==> src/rtl/cv32e40p_pkg.sv <==
// rtl/cv32e40p_pkg.sv - shared types and constants for the triplicated multiplier controller
package cv32e40p_pkg;

  localparam int unsigned TMR_LANES = 3;

  typedef enum logic [1:0] {
    IDLE,
    BUSY,
    RETRY,
    FATAL
  } tmr_state_e;

  function automatic logic [1:0] popcnt3(input logic [2:0] v);
    return {1'b0, v[0]} + {1'b0, v[1]} + {1'b0, v[2]};
  endfunction

endpackage

==> src/rtl/cv32e40p_tmr_voter.sv <==
// rtl/cv32e40p_tmr_voter.sv - combinational 2-of-3 vote / 2-lane select and per-lane disagreement
module cv32e40p_tmr_voter
  import cv32e40p_pkg::*;
(
  input  logic [TMR_LANES-1:0]       act_i,
  input  logic [TMR_LANES-1:0][31:0] result_i,
  output logic [31:0]                result_o,
  output logic [TMR_LANES-1:0]       mismatch_o,
  output logic                       disagree_o
);

  always_comb begin
    result_o   = result_i[0];
    mismatch_o = '0;
    if (&act_i) begin
      result_o = (result_i[0] & result_i[1]) | (result_i[0] & result_i[2]) |
                 (result_i[1] & result_i[2]);
    end else if (act_i[0]) begin
      result_o = result_i[0];
    end else if (act_i[1]) begin
      result_o = result_i[1];
    end else begin
      result_o = result_i[2];
    end
    for (int i = 0; i < TMR_LANES; i++) begin
      mismatch_o[i] = act_i[i] && (result_i[i] != result_o);
    end
    // With two lanes the select picks the lower one, so any mismatch means they differ.
    disagree_o = (popcnt3(act_i) == 2'd2) && (|mismatch_o);
  end

endmodule

==> src/rtl/cv32e40p_mult_tmr_ctrl.sv <==
// rtl/cv32e40p_mult_tmr_ctrl.sv - TMR controller: voting, fault counting, lane retirement, retry and fatal handling
module cv32e40p_mult_tmr_ctrl
  import cv32e40p_pkg::*;
#(
  parameter int unsigned FAULT_THRESH = 3,
  parameter int unsigned CNT_W        = 4,
  parameter int unsigned MAX_WAIT     = 8
) (
  input  logic                             clk,
  input  logic                             rst_n,
  input  logic                             enable_i,
  input  logic                             ex_ready_i,
  input  logic                             clear_i,
  input  logic [TMR_LANES-1:0][31:0]       result_i,
  input  logic [TMR_LANES-1:0]             ready_i,
  input  logic [TMR_LANES-1:0]             multicycle_i,
  input  logic [TMR_LANES-1:0]             mulh_active_i,
  output logic [31:0]                      result_o,
  output logic                             ready_o,
  output logic                             multicycle_o,
  output logic                             mulh_active_o,
  output logic                             retry_o,
  output logic [TMR_LANES-1:0]             lane_mask_o,
  output logic [TMR_LANES-1:0]             mismatch_o,
  output logic                             fatal_o,
  output logic [TMR_LANES-1:0][CNT_W-1:0]  fault_cnt_o
);

  localparam int unsigned WAIT_W = $clog2(MAX_WAIT + 1);

  tmr_state_e                      state_q, state_d;
  logic [TMR_LANES-1:0]            lane_mask_q, lane_mask_d;
  logic [TMR_LANES-1:0]            excl_q, excl_d;
  logic [TMR_LANES-1:0]            mismatch_q, mismatch_d;
  logic [TMR_LANES-1:0][CNT_W-1:0] cnt_q, cnt_d;
  logic [WAIT_W-1:0]               wait_q, wait_d;
  logic                            retried_q, retried_d;
  logic                            mc_q, mc_d, mh_q, mh_d;

  logic [TMR_LANES-1:0] act, hit, vote_mismatch;
  logic                 vote_disagree, in_op, all_rdy, any_rdy;
  logic                 disagree, complete, partial, timeout;

  // Lanes excluded by a readiness timeout sit out only the current operation.
  assign act = lane_mask_q & ~excl_q;

  cv32e40p_tmr_voter u_voter (
    .act_i      (act),
    .result_i   (result_i),
    .result_o   (result_o),
    .mismatch_o (vote_mismatch),
    .disagree_o (vote_disagree)
  );

  always_comb begin
    in_op    = (state_q == IDLE) || (state_q == BUSY);
    all_rdy  = &(ready_i | ~act);
    any_rdy  = |(ready_i & act);
    disagree = in_op && enable_i && all_rdy && vote_disagree;
    ready_o  = in_op && all_rdy && !disagree;
    complete = enable_i && ready_o && ex_ready_i;
    partial  = in_op && enable_i && any_rdy && !all_rdy;
    timeout  = partial && (wait_q == WAIT_W'(MAX_WAIT));
  end

  always_comb begin
    state_d     = state_q;
    lane_mask_d = lane_mask_q;
    excl_d      = excl_q;
    cnt_d       = cnt_q;
    retried_d   = retried_q;
    wait_d      = '0;
    hit         = '0;
    mc_d        = |(multicycle_i & act);
    mh_d        = |(mulh_active_i & act);

    case (state_q)
      IDLE, BUSY: begin
        if (!enable_i) begin
          state_d   = IDLE;
          excl_d    = '0;
          retried_d = 1'b0;
        end else if (disagree) begin
          state_d   = retried_q ? FATAL : RETRY;
          retried_d = 1'b1;
        end else if (complete) begin
          hit       = vote_mismatch;
          state_d   = IDLE;
          excl_d    = '0;
          retried_d = 1'b0;
        end else if (timeout) begin
          hit     = act & ~ready_i;
          excl_d  = excl_q | hit;
          state_d = BUSY;
        end else if (!all_rdy) begin
          state_d = BUSY;
          if (partial) wait_d = wait_q + WAIT_W'(1);
        end
      end
      RETRY:   state_d = BUSY;
      FATAL:   state_d = FATAL;
      default: state_d = IDLE;
    endcase

    for (int i = 0; i < TMR_LANES; i++) begin
      if (hit[i]) begin
        if (cnt_q[i] != '1) cnt_d[i] = cnt_q[i] + CNT_W'(1);
        if (32'(cnt_d[i]) >= FAULT_THRESH) lane_mask_d[i] = 1'b0;
      end
    end
    if ((hit != '0) && (popcnt3(lane_mask_d & ~excl_d) < 2'd2)) state_d = FATAL;
    mismatch_d = hit;

    if (clear_i) begin
      state_d     = IDLE;
      lane_mask_d = '1;
      excl_d      = '0;
      cnt_d       = '0;
      mismatch_d  = '0;
      retried_d   = 1'b0;
      wait_d      = '0;
    end
  end

  always_ff @(posedge clk) begin
    if (!rst_n) begin
      state_q     <= IDLE;
      lane_mask_q <= '1;
      excl_q      <= '0;
      cnt_q       <= '0;
      mismatch_q  <= '0;
      retried_q   <= 1'b0;
      wait_q      <= '0;
      mc_q        <= 1'b0;
      mh_q        <= 1'b0;
    end else begin
      state_q     <= state_d;
      lane_mask_q <= lane_mask_d;
      excl_q      <= excl_d;
      cnt_q       <= cnt_d;
      mismatch_q  <= mismatch_d;
      retried_q   <= retried_d;
      wait_q      <= wait_d;
      mc_q        <= mc_d;
      mh_q        <= mh_d;
    end
  end

  assign multicycle_o  = mc_q;
  assign mulh_active_o = mh_q;
  assign retry_o       = (state_q == RETRY);
  assign fatal_o       = (state_q == FATAL);
  assign lane_mask_o   = lane_mask_q;
  assign mismatch_o    = mismatch_q;
  assign fault_cnt_o   = cnt_q;

endmodule

==> config.mk <==
export PLATFORM = sky130hd
export DESIGN_NAME = cv32e40p_mult_tmr_ctrl
export DESIGN_NICKNAME = d
export VERILOG_FILES = /design/src/rtl/cv32e40p_pkg.sv /design/src/rtl/cv32e40p_tmr_voter.sv /design/src/rtl/cv32e40p_mult_tmr_ctrl.sv
export SDC_FILE = /design/constraint.sdc
export NUM_CORES = 1
export LEC_CHECK = 0
export BUFFER_PORTS_ARGS = -buffer_cell sky130_fd_sc_hd__buf_2
export CAP_MARGIN = 20
export CORE_AREA = 4 4 102 142
export DETAILED_ROUTE_END_ITERATION = 6
export DIE_AREA = 0 0 106 146
export PLACE_DENSITY_LB_ADDON = 0.3
export SLEW_MARGIN = 20
export SYNTH_ARGS = -nofsm -noshare
export SYNTH_HDL_FRONTEND = slang
export SYNTH_SLANG_ARGS = --single-unit
==> constraint.sdc <==
create_clock -name clk -period 4.24 [get_ports clk]
set_input_delay 0 -clock clk [delete_from_list [all_inputs] [get_ports clk]]
set_output_delay 0 -clock clk [all_outputs]
set_load 0.02 [all_outputs]
==> impl_metrics.yaml <==
global_routing:
  use_met2_pct: 60.15
  grt_first_pass_wirelength_um: 43820
  busiest_layer: "met2"
  grtUsageMet3_pct: 5.237
  grt_start_max_net_pins: 38
  grt_usage_pct: 35.12
  grt_pass1_vias: 8144
  grt_overflow: 0
  gr-usage-met1_pct: 40.32
  antenna_found_initial: 0
sta:
  fin_crit_ps: 4015
  final-max-slew-violation-count: 0
  finalHoldViolCount: 0
  relSlewSlack_pct: 47.35
  setup_violations: 0
  fmax_mhz: 249.0
  finalSetupTns_ps: 0
  fin_crit_sh_pct: 94.70
  max_slew.worst_pin.slew_ps: 782.5
  rsz0062_at_grt: "false"
  timing.hold.ws_ps: 9.117
  fin_worst_skew_ps: 4.484
floorplan:
  die_x_um: 106
  die_area_um2: 15480
  die_y_um: 146
  core_um2: 13260
  row_count: 50
  ios: 165
  initial_core_util_pct: 49.08
worst_setup_path:
  cp_slowest_cell: "or4_1"
  slowest_delay_ps: 560
  cp-start-kind: "register"
  criticalPathCategory: "reg -> reg"
  r2r_cells: 16
  cp_max_fo: 11
  worstPathCellList: "and4bb_4 -> buf_4 -> nand2_2 -> a31oi_1 -> nand3_1 -> or4_1 -> nor4_2 -> and2_1 -> o32a_2 -> nand2_1 -> a21oi_2 -> o21ba_1 -> ha_1 -> inv_1 -> o311ai_2 -> a221oi_2"
  worstSetupEndpointType: "register"
  cp.required_ps: 4440
  cp_data_arrival_time_ps: 4210
synthesis:
  synth_common_cells: "nor2_1 (110), nand2_1 (91), a21oi_1 (74), clkbuf_1 (67), o21ai_0 (61)"
  synthCells: 1025
  yosysUniqueCellTypes: 86
  avgSynthCellArea_um2: 6.350
  synth_warnings: 0
  yosys_register_bits: 30
  ys_seq_area_share_pct: 9.227
  yosysMostFrequentCell: "nor2_1"
  synthArstFlopShare_pct: 0
  syn-num-nets: 1141
  yosysTopAreaCellShare_pct: 9.227
  synthFlopType: "dfxtp_1"
  syn-cell-area_um2: 6509
  synth_edf_count: 0
  synth_area_leaders: "dfxtp_1 (9.2%), nor2_1 (6.3%), a21oi_1 (5.7%)"
  synth_area_leader_cell: "dfxtp_1"
placement:
  gp_congestion: 1.083
  dp_hpwl_um: 22450
  post_dp_cell_area_um2: 7483
  port_buffers: 164
clocking:
  clock-sinks: 30
  numCtsBuffers: 5
  clkLatencyLatePin_ps: 280
  clk_pin_slew_worst_paths_ps: 50
  clockRootBuffer: "clkbuf_16"
  tritoncts: "yes"
  clock_path_buffers: 2
  cts_hold_buf: 0
  htreeDepth: 2
power_and_ir_drop:
  clock_power_share_pct: 29.7
  intPower_uw: 734.5
  pwr-share-seq_pct: 23.1
  p_comb_share_pct: 47.1
  p_sw_share_pct: 40.65
  leakage_nw: 3.200
  p_switching_uw: 503.2
  powerDensity_nw_per_um2: 161.6
  ir_worst_vdd_uv: 306.1
final_layout:
  final_area_um2: 7661
  syn_to_final_growth_pct: 17.70
  fillers: 1391
  multi_input_area_um2: 5338
  layout-drive-gt1-share_pct: 21.74
  fin_nets: 1251
  diodes: 0
  seq_area_um2: 601.8
detailed_routing:
  drt_pass1_iterations: 6
  via_count: 8696
  drc: 0
  wire_per_inst_um: 21.56
  routed_wirelength_um: 28420
  drt_iter0_drc: 888
  via_per_inst: 6.598
  ant_nets: 0
worst_hold_path:
  min_path_cells: 3
  min_path_type: "in -> reg"
run_status:
  status: "finished clean"
flow_run:
  cap_violations: 0
-- layout make-up --
| type | instances | area share (%) |
|---|---|---|
| inverters | 47 | 2.303 |
| flip-flops and latches | 30 | 7.856 |
| clock buffers | 6 | 1.813 |
| well taps | 182 | 2.972 |
| multi-input cells | 846 | 69.67 |
| clock inverters | 2 | 0.1633 |
| repair buffers | 205 | 15.22 |
-- sequential cells by signal (all words and copies together), names as in the netlist --
name	count
mulh_active_o	1
lane_mask_o	3
retried_q	1
state_q	2
excl_q	3
wait_q	4
mismatch_o	3
multicycle_o	1
fault_cnt_o	12
-- per-layer routing --
layer	routed length, um	part of all wire, %	up-vias
met5	0	0	-
met2	13500	48	538
met1	10370	37	4025
li1	-	-	3995
met3	2290	8.1	138
met4	2256	7.9	0
-- worst max-delay path: cells and delay by family, from the launching register on --
family                     cells  cell delay [ps]
buffers and inverters          2              240
adders and majority gates      1              220
AOI/OAI and AO/OA              6             1200
and+or+nand+nor                7             1830
DFF                            1              440
-- cell families after synthesis --
| group | count (synthesis) | share of synthesized area (%) |
|---|---|---|
| compound gates | 366 | 38.93 |
| xor+xnor | 50 | 6.728 |
| fa+ha+maj | 6 | 1.153 |
| mux | 20 | 3.153 |
| buf+inv | 150 | 9.650 |
| simple gates | 403 | 31.16 |
| flops | 30 | 9.227 |
-- repair_timing --
action	CTS	global route
buffers inserted	0	1
setup endpoints to repair	0	2
hold endpoints to repair	0	0
gates resized for setup	0	2
-- worst paths after layout --
| kind | startpoint | slack [ps] | to |
|---|---|---|---|
| max | excl_q[1] | 220 | state_q[0] |
| min | mulh_active_i[0] | 9 | mulh_active_o |
| max reg2reg | excl_q[1] | 220 | state_q[0] |
| min reg2reg | wait_q[0] | 470 | wait_q[0] |
-- per-stage QoR --
stage          util [%]  total power, mW  std cells  setup slack (ps)
2_1_floorplan         -           0.6542       1025             642.6
3_3_place_gp      56.42           0.8600       1308             314.0
3_5_place_dp      56.42           0.8598       1308             324.5
4_1_cts           57.57            1.229       1316             309.6
5_1_grt           57.76            1.298       1318             15.10
6_report          57.76            1.238       1318             224.6
-- cells in the final DEF, fill, tap and decap left out, types with 5 or more instances in the layout --
cell type,Yosys,layout
a2111oi_0,5,5
a211o_1,7,7
a211oi_1,28,28
a21oi_1,74,74
a221oi_1,20,20
a22oi_1,11,11
a31oi_1,20,20
a32oi_1,5,5
and2_1,6,6
buf_2,16,164
buf_4,2,38
clkbuf_16,0,5
dfxtp_1,30,29
ha_1,6,6
inv_1,47,47
mux2i_1,16,16
nand2_1,91,91
nand2b_1,35,33
nand3_1,26,26
nand3b_1,8,8
nand4_1,13,13
nor2_1,110,110
nor2b_1,42,40
nor3_1,20,20
nor3b_1,8,8
nor4_1,13,13
o2111ai_1,6,6
o211ai_1,24,24
o21a_1,9,9
o21ai_0,61,61
o22ai_1,25,25
o41ai_1,5,5
or2_2,5,5
or4_1,6,6
xnor2_1,24,24
xor2_1,26,26
-- power by group through the flow --
stage / logic, mW / registers [mW] / clock network [mW]
final: 0.583 / 0.286 / 0.368
after global routing: 0.627 / 0.287 / 0.385
after CTS: 0.570 / 0.286 / 0.372
after detailed placement: 0.567 / 0.292 / 0
after global placement: 0.568 / 0.292 / 0
after floorplan: 0.360 / 0.294 / 0
(Power assumes the default switching activity.)
